`config.mk`:
```
export PLATFORM = sky130hd
export DESIGN_NAME = result_writeback
export DESIGN_NICKNAME = d
export VERILOG_FILES = /design/src/rtl/result_writeback.sv
export SDC_FILE = /design/constraint.sdc
export NUM_CORES = 1
export LEC_CHECK = 0
export ABC_AREA = 1
export CAP_MARGIN = 0
export CORE_MARGIN = 3
export CORE_UTILIZATION = 40
export DETAILED_ROUTE_END_ITERATION = 12
export RECOVER_POWER = 50
export SYNTH_ARGS = -nofsm -noshare
export SYNTH_HDL_FRONTEND = slang
export SYNTH_SLANG_ARGS = --single-unit
```
`constraint.sdc`:
```
create_clock -name clk -period 10.8 [get_ports clk]
set_input_delay 3.24 -clock clk [delete_from_list [all_inputs] [get_ports clk]]
set_output_delay 3.24 -clock clk [all_outputs]
set_load 0.01 [all_outputs]
```
`src/rtl/result_writeback.sv`:
```
// result_writeback: buffers result beats and issues lane-parallel memory writes for the output feature map
module result_writeback #(
   parameter int DATA_WIDTH = 16,
   parameter int IMAGE_WIDTH = 8,
   parameter int IMAGE_HEIGHT = 8,
   parameter int NUM_UNITS = 2,
   parameter int FIFO_DEPTH = 4,
   localparam int AW = $clog2(IMAGE_WIDTH * IMAGE_HEIGHT),
   localparam int KW = $clog2(IMAGE_WIDTH)
) (
   input  logic                                   clk,
   input  logic                                   reset,
   input  logic                                   start,
   input  logic [KW-1:0]                          kernel_dim,
   input  logic [AW-1:0]                          base_addr,
   input  logic                                   res_valid,
   output logic                                   res_ready,
   input  logic [NUM_UNITS-1:0][DATA_WIDTH-1:0]   res_data,
   input  logic                                   mem_busy,
   output logic                                   wr_en,
   output logic [NUM_UNITS-1:0]                   wr_lane_en,
   output logic [NUM_UNITS-1:0][AW-1:0]           wr_addr,
   output logic [NUM_UNITS-1:0][DATA_WIDTH-1:0]   wr_data,
   output logic                                   busy,
   output logic                                   done,
   output logic                                   err
);
   localparam int CW = $clog2(IMAGE_WIDTH * IMAGE_HEIGHT + NUM_UNITS + 1);
   localparam int PW = $clog2(FIFO_DEPTH);
   localparam int CTW = PW + 1;
   localparam int EW = NUM_UNITS * (DATA_WIDTH + AW + 1);
   typedef enum logic [1:0] {IDLE, RUN, DRAIN, DONE} state_t;
   state_t state;
   logic [CW-1:0] cnt, cnt_n, col, col_n, ow, total, ow_n, oh_n, total_n, k_ext, c;
   logic [AW-1:0] row_addr, ra, ra_n;
   logic wrap, k_bad, push, pop;
   logic [NUM_UNITS-1:0][AW-1:0] lane_addr;
   logic [NUM_UNITS-1:0] lane_en;
   logic [EW-1:0] fifo_mem [FIFO_DEPTH];
   logic [PW-1:0] wptr, rptr;
   logic [CTW-1:0] count;
   logic [NUM_UNITS-1:0][DATA_WIDTH-1:0] h_data;
   logic [NUM_UNITS-1:0][AW-1:0] h_addr;
   logic [NUM_UNITS-1:0] h_en;

   assign k_ext = CW'(kernel_dim);
   assign ow_n = CW'(IMAGE_WIDTH) - k_ext + CW'(1);
   assign oh_n = CW'(IMAGE_HEIGHT) - k_ext + CW'(1);
   assign total_n = ow_n * oh_n;
   assign k_bad = (kernel_dim == '0) || (k_ext > CW'(IMAGE_HEIGHT));
   assign res_ready = (state == RUN) && (count != CTW'(FIFO_DEPTH));
   assign push = res_valid && res_ready;
   assign pop = !mem_busy && (count != '0);
   assign cnt_n = cnt + CW'(NUM_UNITS);
   assign {h_data, h_addr, h_en} = fifo_mem[rptr];

   // walk the lanes of the beat across the output row, carrying into the next memory row at ow
   always_comb begin
      c = col;
      ra = row_addr;
      wrap = 1'b0;
      lane_addr = '0;
      lane_en = '0;
      for (int i = 0; i < NUM_UNITS; i++) begin
         lane_addr[i] = ra + AW'(c);
         lane_en[i] = (cnt + CW'(i)) < total;
         wrap = (c + CW'(1)) == ow;
         ra = wrap ? ra + AW'(IMAGE_WIDTH) : ra;
         c = wrap ? '0 : c + CW'(1);
      end
      col_n = c;
      ra_n = ra;
   end

   // control FSM: geometry latch, beat acceptance, drain and completion
   always_ff @(posedge clk or negedge reset) begin
      if (!reset) begin
         state <= IDLE;
         cnt <= '0;
         col <= '0;
         row_addr <= '0;
         ow <= '0;
         total <= '0;
         err <= 1'b0;
         busy <= 1'b0;
         done <= 1'b0;
      end else begin
         case (state)
            IDLE: if (start) begin
               ow <= ow_n;
               total <= total_n;
               err <= k_bad;
               cnt <= '0;
               col <= '0;
               row_addr <= base_addr;
               busy <= 1'b1;
               done <= k_bad;
               state <= k_bad ? DONE : RUN;
            end
            RUN: if (push) begin
               cnt <= cnt_n;
               col <= col_n;
               row_addr <= ra_n;
               state <= (cnt_n >= total) ? DRAIN : RUN;
            end
            DRAIN: if (count == '0 && !wr_en) begin
               done <= 1'b1;
               state <= DONE;
            end
            default: begin
               done <= 1'b0;
               busy <= 1'b0;
               state <= IDLE;
            end
         endcase
      end
   end

   // FIFO pointers and occupancy; reset discards any buffered beats
   always_ff @(posedge clk or negedge reset) begin
      if (!reset) begin
         wptr <= '0;
         rptr <= '0;
         count <= '0;
      end else begin
         wptr <= push ? wptr + PW'(1) : wptr;
         rptr <= pop ? rptr + PW'(1) : rptr;
         count <= count + CTW'(push) - CTW'(pop);
      end
   end

   // FIFO storage, written with the resolved lane addresses and enables
   always_ff @(posedge clk) begin
      if (push) fifo_mem[wptr] <= {res_data, lane_addr, lane_en};
   end

   // registered write port; address and data hold between writes
   always_ff @(posedge clk or negedge reset) begin
      if (!reset) begin
         wr_en <= 1'b0;
         wr_lane_en <= '0;
         wr_addr <= '0;
         wr_data <= '0;
      end else begin
         wr_en <= pop;
         wr_lane_en <= pop ? h_en : '0;
         wr_addr <= pop ? h_addr : wr_addr;
         wr_data <= pop ? h_data : wr_data;
      end
   end
endmodule

```
==> flow_metrics.env <==
export IMPL_outcome="complete, but fails checks"
export IMPL_violations="capacitance limit, slew limit"
export IMPL_critPathArrivalTime_ns=7.85
export IMPL_maxClockFrequency_mhz=135
export IMPL_io_pins=97
export IMPL_slowest_stage="sky130_fd_sc_hd__clkbuf_1"
export IMPL_worst_setup_path_end_kind="flop"
export IMPL_synth_top_family_by_area="simple AND/OR/NAND/NOR gates"
export IMPL_worstHoldEndpoint="err"
export IMPL_dr_pass1_iters=4
export IMPL_preCtsSetupSlack_ns=3.82
export IMPL_hold_path_startpoint="err"
export IMPL_critical_path_startpoint="mem_busy"
export IMPL_worst_path_dominant_cell_family="buffers and inverters"
export IMPL_timing_clock_skew_ns=0.0106
export IMPL_register_area_um2=7730
export IMPL_design_core_area_um2=29700
export IMPL_report_final_slew_viol_count=124
export IMPL_reg2reg_depth=6
export IMPL_peak_supply_drop_v=0.000125
export IMPL_worst_slew_margin_rel=-1.80
export IMPL_hold_buffers=0
export IMPL_area_growth_synth_to_final_pct=19.2
export IMPL_vias=7920
export IMPL_synth_area_um2=12100
export IMPL_wl_um=25600
export IMPL_grt_overflow_total=0
export IMPL_final_critical_path_setup_slack_ns=3.40
export IMPL_antenna_found_initial=0
export IMPL_period_minus_slack_ns=7.40
export IMPL_count_of_standard_cell_rows=63
export IMPL_r2r_end="rptr[1]"
export IMPL_post_synthesis_mean_instance_area_um2=10.9
export IMPL_worstReg2RegStart="count[1]"
export IMPL_final_setup_vio_count=0
export IMPL_synthCells=1108
export IMPL_clkTransAtPathRegs_ns=0.06
export IMPL_timing_critical_path_buf_inv=3
export IMPL_wire_per_inst_um=15.9
export IMPL_number_of_synthesis_warnings=0
export IMPL_nets=1298
export IMPL_report_final_hold_viol_count=0
export IMPL_worst_hold_path_type="reg -> reg"
export IMPL_worst_ep_required_time_ns=11.25
export IMPL_cts_h_tree_lvls=1
export IMPL_initial_utilization=0.407
export IMPL_final_cell_count_no_fill=1610
export IMPL_clock_path_buffers=3
export IMPL_number_of_nets_with_antenna_violations_after_detailed_routing=0
export IMPL_post_route_drc_count=0
export IMPL_wire_length_of_the_first_global_routing_pass_um=41100
export IMPL_synth_compound_area_share=0.0930
export IMPL_layout_filler_cells=2671
export IMPL_worstPathCellList="dlygate4sd3_1 -> a31oi_1 -> clkbuf_1 -> inv_1 -> nor2_1 -> xor2_1"
export IMPL_yosys_cell_types_count=39
export IMPL_grt_setup_unrepaired="false"
export IMPL_cts_resized=0
export IMPL_ff2ff_setup_slack_ns=6.12
export IMPL_clock_tree_from_tritoncts="yes"
export IMPL_critical_path_class="in -> reg"
export IMPL_gp_routability_congestion=0.818
export IMPL_ys_ff_latch=272
export IMPL_final_period_util=0.685
export IMPL_post_synth_xor_xnor_area=0.0202
export IMPL_detailed_place_hpwl_um=15000
export IMPL_cts_sink_count=272
export IMPL_fin_hold_ws_ns=0.492
export IMPL_tns_ns=0
export IMPL_total_die_area_um2=32400
export IMPL_timing_max_cap_violations=2
export IMPL_synth_mux_area_frac=0.00186
export IMPL_worst_path_max_fanout=91
export IMPL_cts_repair_timing_setup_buffer_count=0
export IMPL_post_route_cells_drive_above_1_share=0.0705
export IMPL_die_height_um=180
export IMPL_multiInputGateArea_um2=3850
export IMPL_power_static_leakage_nw=5.62
export IMPL_synth_simple_gate_area_frac=0.141
export IMPL_first_global_vias=7769
export IMPL_hold_path_cell_count=2
export IMPL_clk_root_buffer_cell="sky130_fd_sc_hd__clkbuf_16"
export IMPL_cp_start_kind="primary input"
export IMPL_postLayoutCoreUtil=0.485
export IMPL_place_detailed_instances=1556
export IMPL_tritoncts_num_buffers=29
export IMPL_overall_fraction_of_global_route_tracks_in_use=0.155
export IMPL_portBuffers=96
export IMPL_clkLatencyLatePin_ns=0.54
export IMPL_grt_max_degree=95
export IMPL_synthesis_nets=1209
export IMPL_synthAdderAreaFrac=0.0613
export IMPL_horizontal_die_dimension_um=180
export IMPL_tightest_slew_ns=4.20
export IMPL_cpPeakStageDelay_ns=2.96
export IMPL_power_density_nw_per_um2=281
export IMPL_synth_yosys_seq_area_share=0.639
export IMPL_diodes=0
export IMPL_initialDrtViolationCount=377
export IMPL_vias_per_cell=4.92
## synthesized netlist by cell type, drive strengths merged
cell type	instances	area share
a211oi	1	0.00062
a21o	1	0.00062
a21oi	21	0.0090
a22o	1	0.00072
a31oi	48	0.025
buf	15	0.0060
clkbuf	32	0.0099
dfrtp	88	0.18
edfxtp	184	0.46
fa	7	0.012
ha	48	0.050
inv	91	0.028
mux2	2	0.0019
nand2	98	0.031
nand3	24	0.014
nand4	12	0.0067
nor2	273	0.088
nor3	1	0.00041
o211ai	1	0.00062
o21a	2	0.0012
o21ai	125	0.052
o21bai	1	0.00062
o22ai	2	0.0010
o31ai	2	0.0012
o41ai	1	0.00072
xnor2	7	0.0051
xor2	20	0.015
## layer usage
metal  wire length [µm]  part of all wire  GRT usage
met1              11700              0.46      0.208
met2              12400              0.49      0.268
met3               1210             0.047     0.0271
met4                241            0.0094     0.0303
met5                  0                 0          0
## final cells by class
class,count,area share
Clock buffer,37,0.0531
Multi-Input combinational cell,698,0.267
Sequential cell,272,0.536
Clock inverter,17,0.0154
Timing Repair Buffer,105,0.0707
Inverter,91,0.0237
Tap cell,390,0.0339
## state kept, by name (all words and copies together), names as in the netlist
name / flops
fifo_mem: 184
wr_data: 32
wr_addr: 12
col: 7
cnt: 6
row_addr: 6
total: 6
ow: 4
count: 3
rptr: 2
state: 2
wptr: 2
wr_lane_en: 2
busy: 1
done: 1
err: 1
wr_en: 1
## worst max-delay path by stage
stage                          end  slack, ns  cells past startpoint
after floorplan           total[6]       4.68                     16
after global placement    total[6]       3.91                     17
after detailed placement  total[6]       3.82                     17
after CTS                 total[6]       4.40                     17
after global routing       rptr[1]       2.96                      6
final                      rptr[1]       3.40                      6
## cells by family after synthesis
logic type,after synthesis
XOR/XNOR,27
buffers and inverters,138
AO/OA/AOI/OAI,206
adder cells (fa/ha/maj),55
AND/OR/NAND/NOR,408
flip-flops,272
multiplexers,2
## report_power, final
part / switching [mW] / leakage, nW / internal, mW / total [mW]
clock: 0.392 / 0.473 / 0.621 / 1.01
combinational: 0.912 / 2.44 / 0.567 / 1.48
sequential: 0.122 / 2.71 / 1.44 / 1.56
total: 1.43 / 5.62 / 2.63 / 4.05
## stage by stage
stage | area [µm²] | power (mW)
finish | 14400 | 4.05
global route | 14400 | 4.35
CTS | 14400 | 4.11
detailed placement | 13500 | 3.09
global placement | 13500 | 3.06
floorplan | 12100 | 2.54
## placed cells by master (no fill, tap or decap), types with 3 or more instances in the layout
cell type / synthesis / routed
sky130_fd_sc_hd__nor2_4: 4 / 8
sky130_fd_sc_hd__clkdlybuf4s50_1: 0 / 59
sky130_fd_sc_hd__o21ai_0: 125 / 125
sky130_fd_sc_hd__xnor2_1: 7 / 7
sky130_fd_sc_hd__inv_1: 88 / 87
sky130_fd_sc_hd__clkbuf_16: 0 / 29
sky130_fd_sc_hd__dlygate4sd3_1: 0 / 36
sky130_fd_sc_hd__clkbuf_1: 32 / 9
sky130_fd_sc_hd__edfxtp_1: 184 / 184
sky130_fd_sc_hd__fa_1: 7 / 7
sky130_fd_sc_hd__nand3_1: 18 / 19
sky130_fd_sc_hd__a31oi_1: 48 / 48
sky130_fd_sc_hd__bufinv_16: 0 / 5
sky130_fd_sc_hd__a21oi_1: 20 / 20
sky130_fd_sc_hd__nand2_2: 5 / 5
sky130_fd_sc_hd__nor2_2: 5 / 5
sky130_fd_sc_hd__clkinvlp_4: 0 / 3
sky130_fd_sc_hd__clkinv_1: 0 / 3
sky130_fd_sc_hd__xor2_1: 19 / 19
sky130_fd_sc_hd__nor2_1: 264 / 260
sky130_fd_sc_hd__buf_4: 1 / 8
sky130_fd_sc_hd__nand2_1: 93 / 93
sky130_fd_sc_hd__nand4_1: 11 / 11
sky130_fd_sc_hd__nand3_2: 4 / 4
sky130_fd_sc_hd__clkinv_2: 0 / 4
sky130_fd_sc_hd__ha_1: 48 / 48
sky130_fd_sc_hd__inv_2: 3 / 4
sky130_fd_sc_hd__dfrtp_1: 88 / 86
## tightest hold or removal path, stage by stage (launching register included)
cell and delay, ns:
sky130_fd_sc_hd__dfrtp_1 0.35, sky130_fd_sc_hd__nand2_1 0.06, sky130_fd_sc_hd__nand2_1 0.05
(Power assumes the default switching activity.)
